==> src/rtl/spi_arbiter_if.sv <==
// rtl/spi_arbiter_if.sv - requester and SPI-master signal bundle for spi_arbiter
interface spi_arbiter_if;
    logic [1:0] req_i;
    logic [1:0] last_i;
    logic [7:0] tx_byte0_i;
    logic [7:0] tx_byte1_i;
    logic [1:0] gnt_o;
    logic [1:0] done_o;
    logic [7:0] rx_byte_o;
    logic [1:0] err_o;
    logic [1:0] cs_n_o;
    logic       spi_tx_en_o;
    logic [7:0] spi_tx_byte_o;
    logic [7:0] spi_rx_byte_i;
    logic       spi_done_i;

    modport slave (
        input  req_i, last_i, tx_byte0_i, tx_byte1_i, spi_rx_byte_i, spi_done_i,
        output gnt_o, done_o, rx_byte_o, err_o, cs_n_o, spi_tx_en_o, spi_tx_byte_o
    );

    modport master (
        output req_i, last_i, tx_byte0_i, tx_byte1_i, spi_rx_byte_i, spi_done_i,
        input  gnt_o, done_o, rx_byte_o, err_o, cs_n_o, spi_tx_en_o, spi_tx_byte_o
    );
endinterface

==> src/rtl/spi_arbiter.sv <==
// rtl/spi_arbiter.sv - two-requester round-robin SPI bus arbiter with frame lock and timeout
module spi_arbiter #(
    parameter int CS_SETUP_CYCLES = 2,
    parameter int CS_HOLD_CYCLES  = 2,
    parameter int TIMEOUT_CYCLES  = 1023
) (
    input  logic          pllClk_i,
    input  logic          Rst_i_n,
    spi_arbiter_if.slave  bus_io
);

    localparam int MAX_SH  = (CS_SETUP_CYCLES > CS_HOLD_CYCLES) ? CS_SETUP_CYCLES : CS_HOLD_CYCLES;
    localparam int MAX_CNT = (TIMEOUT_CYCLES > MAX_SH) ? TIMEOUT_CYCLES : MAX_SH;
    localparam int CW      = $clog2(MAX_CNT);

    localparam logic [CW-1:0] SETUP_LAST = CW'(CS_SETUP_CYCLES - 1);
    localparam logic [CW-1:0] HOLD_LAST  = CW'(CS_HOLD_CYCLES - 1);
    localparam logic [CW-1:0] TMO_LAST   = CW'(TIMEOUT_CYCLES - 1);

    typedef enum logic [2:0] {IDLE, SETUP, XFER, WAIT, GAP, HOLD} state_e;

    state_e        state_q, state_d;
    logic          owner_q, owner_d;
    logic          last_gnt_q, last_gnt_d;
    logic [1:0]    gnt_q, gnt_d;
    logic [CW-1:0] cnt_q, cnt_d;
    logic          tx_en_q, tx_en_d;
    logic [7:0]    tx_byte_q, tx_byte_d;
    logic [7:0]    rx_byte_q, rx_byte_d;
    logic          last_q, last_d;
    logic [1:0]    done_q, done_d;
    logic [1:0]    err_q, err_d;

    logic          owner_req;
    logic          owner_last;
    logic [7:0]    owner_byte;
    logic [1:0]    owner_oh;

    assign owner_req  = bus_io.req_i[owner_q];
    assign owner_last = bus_io.last_i[owner_q];
    assign owner_byte = owner_q ? bus_io.tx_byte1_i : bus_io.tx_byte0_i;
    assign owner_oh   = owner_q ? 2'b10 : 2'b01;

    always_comb begin
        state_d    = state_q;
        owner_d    = owner_q;
        last_gnt_d = last_gnt_q;
        gnt_d      = gnt_q;
        cnt_d      = cnt_q;
        tx_en_d    = 1'b0;
        tx_byte_d  = tx_byte_q;
        rx_byte_d  = rx_byte_q;
        last_d     = last_q;
        done_d     = 2'b00;
        err_d      = 2'b00;
        case (state_q)
            IDLE: begin
                if (|bus_io.req_i) begin
                    owner_d = (bus_io.req_i == 2'b11) ? ~last_gnt_q : bus_io.req_i[1];
                    gnt_d   = owner_d ? 2'b10 : 2'b01;
                    cnt_d   = '0;
                    state_d = SETUP;
                end
            end
            SETUP: begin
                if (cnt_q == SETUP_LAST) begin
                    tx_en_d   = 1'b1;
                    tx_byte_d = owner_byte;
                    last_d    = owner_last;
                    cnt_d     = '0;
                    state_d   = XFER;
                end else begin
                    cnt_d = cnt_q + 1'b1;
                end
            end
            XFER: begin
                cnt_d   = '0;
                state_d = WAIT;
            end
            WAIT: begin
                if (bus_io.spi_done_i) begin
                    rx_byte_d = bus_io.spi_rx_byte_i;
                    done_d    = owner_oh;
                    cnt_d     = '0;
                    state_d   = last_q ? HOLD : GAP;
                end else if (cnt_q == TMO_LAST) begin
                    err_d   = owner_oh;
                    cnt_d   = '0;
                    state_d = HOLD;
                end else begin
                    cnt_d = cnt_q + 1'b1;
                end
            end
            GAP: begin
                // During the done pulse the owner's req_i still belongs to the finished byte.
                if (owner_req && (done_q == 2'b00)) begin
                    tx_en_d   = 1'b1;
                    tx_byte_d = owner_byte;
                    last_d    = owner_last;
                    cnt_d     = '0;
                    state_d   = XFER;
                end else if (cnt_q == TMO_LAST) begin
                    err_d   = owner_oh;
                    cnt_d   = '0;
                    state_d = HOLD;
                end else begin
                    cnt_d = cnt_q + 1'b1;
                end
            end
            HOLD: begin
                if (cnt_q == HOLD_LAST) begin
                    gnt_d      = 2'b00;
                    last_gnt_d = owner_q;
                    cnt_d      = '0;
                    state_d    = IDLE;
                end else begin
                    cnt_d = cnt_q + 1'b1;
                end
            end
            default: begin
                gnt_d   = 2'b00;
                cnt_d   = '0;
                state_d = IDLE;
            end
        endcase
    end

    always_ff @(posedge pllClk_i) begin
        if (!Rst_i_n) begin
            state_q    <= IDLE;
            owner_q    <= 1'b0;
            last_gnt_q <= 1'b1;
            gnt_q      <= 2'b00;
            cnt_q      <= '0;
            tx_en_q    <= 1'b0;
            tx_byte_q  <= 8'h00;
            rx_byte_q  <= 8'h00;
            last_q     <= 1'b0;
            done_q     <= 2'b00;
            err_q      <= 2'b00;
        end else begin
            state_q    <= state_d;
            owner_q    <= owner_d;
            last_gnt_q <= last_gnt_d;
            gnt_q      <= gnt_d;
            cnt_q      <= cnt_d;
            tx_en_q    <= tx_en_d;
            tx_byte_q  <= tx_byte_d;
            rx_byte_q  <= rx_byte_d;
            last_q     <= last_d;
            done_q     <= done_d;
            err_q      <= err_d;
        end
    end

    assign bus_io.gnt_o         = gnt_q;
    assign bus_io.cs_n_o        = ~gnt_q;
    assign bus_io.done_o        = done_q;
    assign bus_io.err_o         = err_q;
    assign bus_io.rx_byte_o     = rx_byte_q;
    assign bus_io.spi_tx_en_o   = tx_en_q;
    assign bus_io.spi_tx_byte_o = tx_byte_q;

endmodule

==> src/flat_wrapper.sv <==
// flat-port wrapper written by rule: the top's interface ports become plain ports
module spi_arbiter_flat 
#(
    parameter int CS_SETUP_CYCLES = 2,
    parameter int CS_HOLD_CYCLES  = 2,
    parameter int TIMEOUT_CYCLES  = 1023
)
  (pllClk_i, Rst_i_n, bus_io_req_i, bus_io_last_i, bus_io_tx_byte0_i, bus_io_tx_byte1_i, bus_io_spi_rx_byte_i, bus_io_spi_done_i, bus_io_gnt_o, bus_io_done_o, bus_io_rx_byte_o, bus_io_err_o, bus_io_cs_n_o, bus_io_spi_tx_en_o, bus_io_spi_tx_byte_o);
  spi_arbiter_if bus_io_i ();
  input  logic pllClk_i;
  input  logic Rst_i_n;
  input wire logic [$bits(bus_io_i.req_i)-1:0] bus_io_req_i;
  input wire logic [$bits(bus_io_i.last_i)-1:0] bus_io_last_i;
  input wire logic [$bits(bus_io_i.tx_byte0_i)-1:0] bus_io_tx_byte0_i;
  input wire logic [$bits(bus_io_i.tx_byte1_i)-1:0] bus_io_tx_byte1_i;
  input wire logic [$bits(bus_io_i.spi_rx_byte_i)-1:0] bus_io_spi_rx_byte_i;
  input wire logic [$bits(bus_io_i.spi_done_i)-1:0] bus_io_spi_done_i;
  output wire logic [$bits(bus_io_i.gnt_o)-1:0] bus_io_gnt_o;
  output wire logic [$bits(bus_io_i.done_o)-1:0] bus_io_done_o;
  output wire logic [$bits(bus_io_i.rx_byte_o)-1:0] bus_io_rx_byte_o;
  output wire logic [$bits(bus_io_i.err_o)-1:0] bus_io_err_o;
  output wire logic [$bits(bus_io_i.cs_n_o)-1:0] bus_io_cs_n_o;
  output wire logic [$bits(bus_io_i.spi_tx_en_o)-1:0] bus_io_spi_tx_en_o;
  output wire logic [$bits(bus_io_i.spi_tx_byte_o)-1:0] bus_io_spi_tx_byte_o;
  assign bus_io_i.req_i = bus_io_req_i;
  assign bus_io_i.last_i = bus_io_last_i;
  assign bus_io_i.tx_byte0_i = bus_io_tx_byte0_i;
  assign bus_io_i.tx_byte1_i = bus_io_tx_byte1_i;
  assign bus_io_i.spi_rx_byte_i = bus_io_spi_rx_byte_i;
  assign bus_io_i.spi_done_i = bus_io_spi_done_i;
  assign bus_io_gnt_o = bus_io_i.gnt_o;
  assign bus_io_done_o = bus_io_i.done_o;
  assign bus_io_rx_byte_o = bus_io_i.rx_byte_o;
  assign bus_io_err_o = bus_io_i.err_o;
  assign bus_io_cs_n_o = bus_io_i.cs_n_o;
  assign bus_io_spi_tx_en_o = bus_io_i.spi_tx_en_o;
  assign bus_io_spi_tx_byte_o = bus_io_i.spi_tx_byte_o;
  spi_arbiter #(.CS_SETUP_CYCLES(CS_SETUP_CYCLES), .CS_HOLD_CYCLES(CS_HOLD_CYCLES), .TIMEOUT_CYCLES(TIMEOUT_CYCLES)) u_core (.pllClk_i(pllClk_i), .Rst_i_n(Rst_i_n), .bus_io(bus_io_i));
endmodule
==> config.mk <==
export PLATFORM = sky130hd
export DESIGN_NAME = spi_arbiter_flat
export DESIGN_NICKNAME = d
export VERILOG_FILES = /design/src/rtl/spi_arbiter_if.sv /design/src/rtl/spi_arbiter.sv /design/src/flat_wrapper.sv
export SDC_FILE = /design/constraint.sdc
export NUM_CORES = 1
export LEC_CHECK = 0
export CAP_MARGIN = 15
export CORE_ASPECT_RATIO = 0.75
export CORE_MARGIN = 3
export CORE_UTILIZATION = 43
export DETAILED_ROUTE_END_ITERATION = 10
export PLACE_DENSITY = 0.85
export SLEW_MARGIN = 10
export SYNTH_ARGS = -nofsm -noshare
export SYNTH_HDL_FRONTEND = slang
export SYNTH_SLANG_ARGS = --single-unit
export TNS_END_PERCENT = 50
==> constraint.sdc <==
create_clock -name pllClk_i -period 1.6 [get_ports pllClk_i]
set_input_delay 0.24 -clock pllClk_i [delete_from_list [all_inputs] [get_ports pllClk_i]]
set_output_delay 0.24 -clock pllClk_i [all_outputs]
set_load 0.1 [all_outputs]
==> flow_summary.ini, run 1 <==
[cells_and_area]
nFillCells = 243
finalNetCount = 351
synthToLayoutAreaGrowth_pct = 72.76
n_antenna_cell = 0
drive_above_1_share = 0.4119

[timing]
skew_ns = 0.01305
fin_ws_ns = -0.1779
hold_slack_ns = 0.4735
setup_viol = 19
slew_violations = 0
fmax_mhz = 562.5
layout_min_cycle_time_ns = 1.778
rsz0062_at_grt = yes
finalHoldViolations = 0
worst_slew_pin_slew_ns = 0.4303
fin_tns_setup_ns = -1.114
slew_headroom = 0.7125
post-route-period-util = 1.111

[floorplanning]
dieArea_um2 = 5439
start_util = 0.4660
boundaryPins = 56
die_w_um = 84.17
coreArea_um2 = 4229
fp-row-count = 20
die_y_um = 64.63

[placed_design]
hpwl_mm = 4.373
io_buffers = 55
gp_congestion = 0.8646
dp_slack_ns = -0.3237

[global_route]
grt_pass1_wl_mm = 10.93
grt_use_total = 0.2627
grt_pass1_vias = 2225
antenna_found_initial = 0
grt_max_degree = 19
overflow = 0

[routing]
wl_per_cell_um = 19.98
viasPerCell = 5.936
wl_mm = 7.453
drtAntennaViolNets = 0
vias = 2214
first_pass_iters = 7
drc = 0
drtIter0Drc = 204

[power]
power.leakage_nw = 1.261
ir_drop_mv = 0.8800
powerDensity_nw_per_um2 = 1434
power_w = 0.004881

[clocking]
hold_buffers = 0
clock-sinks = 39
cts_tree = done
numCtsBuffers = 5
insertion_delay_ns = 0.31
cts_buffer_depth = 2
cts-root-buf = clkbuf_8
clkTransAtPathRegs_ns = 0.08
h-tree-depth = 2

[critical_path]
worstPathArrival_ns = 1.95
path_class = input pin to flip-flop
worstPathCellList = clkdlybuf4s50_1 -> mux2i_4 -> o311ai_2 -> a21oi_2 -> buf_6 -> o31ai_4 -> nor2_1
cp-end-kind = flip-flop
start_kind = input pin
worstPathRequired_ns = 1.78
crit_family = compound AO/OA/AOI/OAI gates
cpMaxStageDelayCell = clkdlybuf4s50_1
cp_slowest_stage_delay_ns = 0.52
cp_num_buf_inv = 2
crit_fanout = 4

[logic_synthesis]
synth_area_um2 = 1971
async_reset_ff_frac = 0
ys_seq_area_frac = 0.3962
synth-edff-count = 0
synth_top_area_cell = dfxtp_1
yosysTopAreaCellShare = 0.3962
synth_cells = 217
yosysMostFrequentCell = dfxtp_1
netlist_top_cells_count = 39 x dfxtp_1, 35 x nand2_1, 29 x nor2_1
avgSynthCellArea_um2 = 9.081
ys_ff_latch = 39
ys.flop_type = dfxtp_1
synth_warnings = 0
syn-num-nets = 251
synth.area.top_cells = dfxtp_1 40%, nand2_1 6.7%, a211oi_2 6.3%, mux2i_1 6.1%, nor2_1 5.5%
yosysUniqueCellTypes = 49

[outcome]
status = finished, violations left
violations = setup timing

[hold_path]
min_path_type = input pin to flip-flop

[flow_run]
maxCapViolations = 0
==> tightest hold or removal path: cells and delay by family <==
kind | cells | cell delay [ns]
buffers and inverters | 1 | 0.39
AO/OA/AOI/OAI | 1 | 0.05
AND/OR/NAND/NOR | 1 | 0.06
==> metal layers <==
layer / share of wire / vias up / track usage
met4: 0.069 / 0 / 0.1948
li1: - / 954 / -
met3: 0.12 / 59 / 0.09530
met2: 0.48 / 185 / 0.4449
met1: 0.33 / 1016 / 0.2677
met5: 0 / - / 0
==> state kept, by name, summed over array words and instances (netlist names) <==
| signal | cells |
|---|---|
| u_core.bus_io.spi_tx_byte_o | 8 |
| u_core.bus_io.gnt_o | 2 |
| u_core.bus_io.spi_tx_en_o | 1 |
| u_core.last_gnt_q | 1 |
| u_core.bus_io.done_o | 2 |
| u_core.owner_q | 1 |
| u_core.state_q | 3 |
| u_core.bus_io.err_o | 2 |
| u_core.cnt_q | 10 |
| u_core.bus_io.rx_byte_o | 8 |
| u_core.last_q | 1 |
==> area by class of cell <==
class,instances,area [µm²],area share
timing repair buffer,103,1234,0.3624
multi-input combinational,159,1179,0.3462
sequential,39,795.8,0.2337
clock buffer,7,76.32,0.02242
tap,55,68.82,0.02021
inverter,9,46.29,0.01360
clock inverter,1,5.005,0.001470
==> path summary, 6_finish.rpt <==
path / from / end / slack, ns / depth (start not counted)
setup / recovery: bus_io_req_i[0] / u_core.cnt_q[9]$_SDFFE_PN0P_ / -0.18 / 7
hold reg to reg: u_core.bus_io.rx_byte_o[3]$_SDFFE_PN0P_ / u_core.bus_io.rx_byte_o[3]$_SDFFE_PN0P_ / 0.50 / 2
setup reg to reg: u_core.owner_q$_SDFFE_PN0P_ / u_core.cnt_q[9]$_SDFFE_PN0P_ / -0.18 / 6
hold / removal: bus_io_spi_rx_byte_i[6] / u_core.bus_io.rx_byte_o[6]$_SDFFE_PN0P_ / 0.47 / 3
==> report_power, final <==
group	internal (W)	leakage (nW)	switching [W]
registers	0.00112	0.320	0.000178
clock network	0.000306	0.0422	0.000361
logic	0.00128	0.899	0.00163
total	0.00271	1.26	0.00217
==> layout by cell type (no fill, tap or decap), drive strengths merged, types with 2 or more instances in the layout <==
cell type      Yosys  layout
a21oi             16      16
nor4               3       3
a211oi            12      12
clkinvlp           0       2
mux2i             12      12
ha                 3       3
nand2b             2       2
o32ai              3       3
xnor2              5       5
clkbuf             5       8
nand3              3       3
nand4              4       4
o21ai              5       5
or3                3       3
buf                5      72
a31oi              3       3
dfxtp             39      39
clkinv             1       2
nor2              30      30
clkdlybuf4s50      0      29
inv                8       6
nor3               5       5
nand2             36      36
==> per-stage QoR <==
step	instances	area, µm²	utilization
final	373	3405	0.8050
after global routing	373	3405	0.8050
after CTS	368	3291	0.7781
after detailed placement	350	3059	0.7234
after global placement	350	3059	0.7234
after floorplan	217	1983	-
==> repair_timing <==
item,4_1_cts,5_1_grt
endpoints found under the setup margin,19,24
pin swaps,12,9
cloned,0,1
setup buffers,10,4
gates resized for setup,21,12
==> cells by family after synthesis <==
logic type,Yosys count,share of synthesized area
adders and majority gates,3,0.01905
muxes,12,0.06095
and+or+nand+nor,90,0.2318
AOI/OAI and AO/OA,48,0.2146
buffers and inverters,19,0.05079
xor gates and xnor gates,6,0.02667
DFF,39,0.3962
Power figures use the tool's default switching activity.
==> run 2: changes to the inputs <==
--- a/config.mk
+++ b/config.mk
@@ -10,7 +10,7 @@
 export CORE_MARGIN = 3
 export CORE_UTILIZATION = 43
 export DETAILED_ROUTE_END_ITERATION = 10
-export PLACE_DENSITY = 0.85
+export PLACE_DENSITY = 0.76
 export SLEW_MARGIN = 10
 export SYNTH_ARGS = -nofsm -noshare
 export SYNTH_HDL_FRONTEND = slang
==> run 2 against run 1 <==
  * The run still ends with setup timing left
  * Largest cell class is now multi-input combinational cells
  * Die area stayed put
  * First-iteration DRC count is 5.9% lower
  * Clock skew is 0.0095 ns lower
  * Critical path depth is 1 lower
  * Critical path type is now flip-flop to flip-flop
  * Fmax is 7.9% higher
==> flow_summary.ini, run 2 (synthesis gave the netlist of run 1 again) <==
[global_route]
grt_pass1_wl_mm = 9.066
overflow = 0
grt_max_degree = 20
grt_pass1_vias = 1884
grt_use_total = 0.2113
antenna_found_initial = 0

[placed_design]
dpl.cell_count = 354
gp_congestion = 0.9438
io_buffers = 55
hpwl_mm = 4.224

[cells_and_area]
final_common_cell = buf_4
n_antenna_cell = 0
final_cells = 366
finalNetCount = 345
regMostFlops = u_core.cnt_q
drive_above_1_share = 0.4084
largest_reg_flops = 10
synthToLayoutAreaGrowth_pct = 69.71
nFillCells = 263
layout_common_cells = 36 x buf_4, 34 x nand2_1, 30 x clkdlybuf4s50_1, 28 x nor2_1, 28 x dfxtp_1

[critical_path]
cp-end-kind = flip-flop
start_kind = flip-flop
crit_family = simple AND/OR/NAND/NOR gates
worstPathArrival_ns = 1.83
crit_fanout = 5
worstPathRequired_ns = 1.79
worstPathCellList = or3_4 -> nor3_4 -> buf_6 -> a211oi_2 -> buf_4 -> o211a_1
cp_slowest_stage_delay_ns = 0.42
cp_num_buf_inv = 2
path_class = flip-flop to flip-flop
cpMaxStageDelayCell = or3_4

[floorplanning]
fp-row-count = 20
boundaryPins = 56
coreArea_um2 = 4229
die_w_um = 84.17
start_util = 0.4660
die_y_um = 64.63
dieArea_um2 = 5439

[routing]
vias = 1962
drc = 0
wl_per_cell_um = 16.80
wl_mm = 6.150
first_pass_iters = 4
viasPerCell = 5.361
drtAntennaViolNets = 0
drtIter0Drc = 192

[clocking]
numCtsBuffers = 5
cts_tree = done
hold_buffers = 0
insertion_delay_ns = 0.29
clock-sinks = 39
h-tree-depth = 2
cts-root-buf = clkbuf_8
cts_buffer_depth = 2
clkTransAtPathRegs_ns = 0.08

[power]
powerDensity_nw_per_um2 = 1392
power.leakage_nw = 1.242
ir_drop_mv = 1.462

[timing]
slew_violations = 0
fin_ws_ns = -0.04795
hold_slack_ns = 0.4894
fmax_mhz = 606.8
layout_min_cycle_time_ns = 1.648
finalHoldViolations = 0
post-route-period-util = 1.030
skew_ns = 0.003547
setup_viol = 1
slew_headroom = 0.7245
worst_slew_pin_slew_ns = 0.4126
rsz0062_at_grt = yes

[hold_path]
min_path_type = input pin to flip-flop

[outcome]
status = finished, violations left
violations = setup timing

[flow_run]
maxCapViolations = 0
## run 2: per-layer routing
metal	up-vias	routed length, µm	GRT usage
met3	18	494	0.06734
met4	0	142	0.05422
li1	945	-	-
met5	-	0	0
met1	915	2622	0.2681
met2	84	2891	0.3484
## run 2: worst paths after layout
check	from	endpoint	slack [ns]	cells after the start
min	bus_io_spi_rx_byte_i[5]	u_core.bus_io.rx_byte_o[5]$_SDFFE_PN0P_	0.49	3
min reg2reg	u_core.bus_io.rx_byte_o[5]$_SDFFE_PN0P_	u_core.bus_io.rx_byte_o[5]$_SDFFE_PN0P_	0.49	2
max reg2reg	u_core.state_q[0]$_SDFFE_PN0P_	u_core.state_q[1]$_SDFFE_PN0P_	-0.05	6
max	u_core.state_q[0]$_SDFFE_PN0P_	u_core.state_q[1]$_SDFFE_PN0P_	-0.05	6
## run 2: power breakdown
group / leakage (nW) / total, W / internal, W / switching, W
Clock: 0.0470 / 0.000691 / 0.000339 / 0.000352
Sequential: 0.322 / 0.00127 / 0.00112 / 0.000156
Combinational: 0.873 / 0.00269 / 0.00116 / 0.00154
Total: 1.24 / 0.00466 / 0.00261 / 0.00204
## run 2: worst min-delay path, cell delays in order
cell             delay, ns
clkdlybuf4s50_1       0.39
nand2_1               0.06
a21oi_1               0.05
## run 2: cell type report
cell class                 instances  area (µm²)  area share
sequential                        39       802.0      0.2398
inverter                           9       46.29     0.01384
timing repair buffer              97        1156      0.3457
tap                               55       68.82     0.02058
multi-input combinational        159        1184      0.3539
clock buffer                       6       82.58     0.02469
clock inverter                     1       5.005    0.001496
## run 2: timing repair
item                                    CTS  global route
buffers inserted                          0             5
endpoints found under the setup margin   14            23
endpoints found under the hold margin     0             0
pin swaps                                 3            11
gates resized for setup                   3            34
## run 2: stage by stage
stage                     utilization  cell area (µm²)  power, W  TNS [ns]  setup WS (ns)
after floorplan                     -             1983  0.002760         0        0.04720
after global placement         0.7305             3089  0.003618    -4.315        -0.2475
after detailed placement       0.7305             3089  0.003655    -5.271        -0.3043
after CTS                      0.7541             3189  0.004377         0       0.008134
after global routing           0.7908             3344  0.004848   -0.7039       -0.08472
final                          0.7908             3344  0.004655  -0.04795       -0.04795
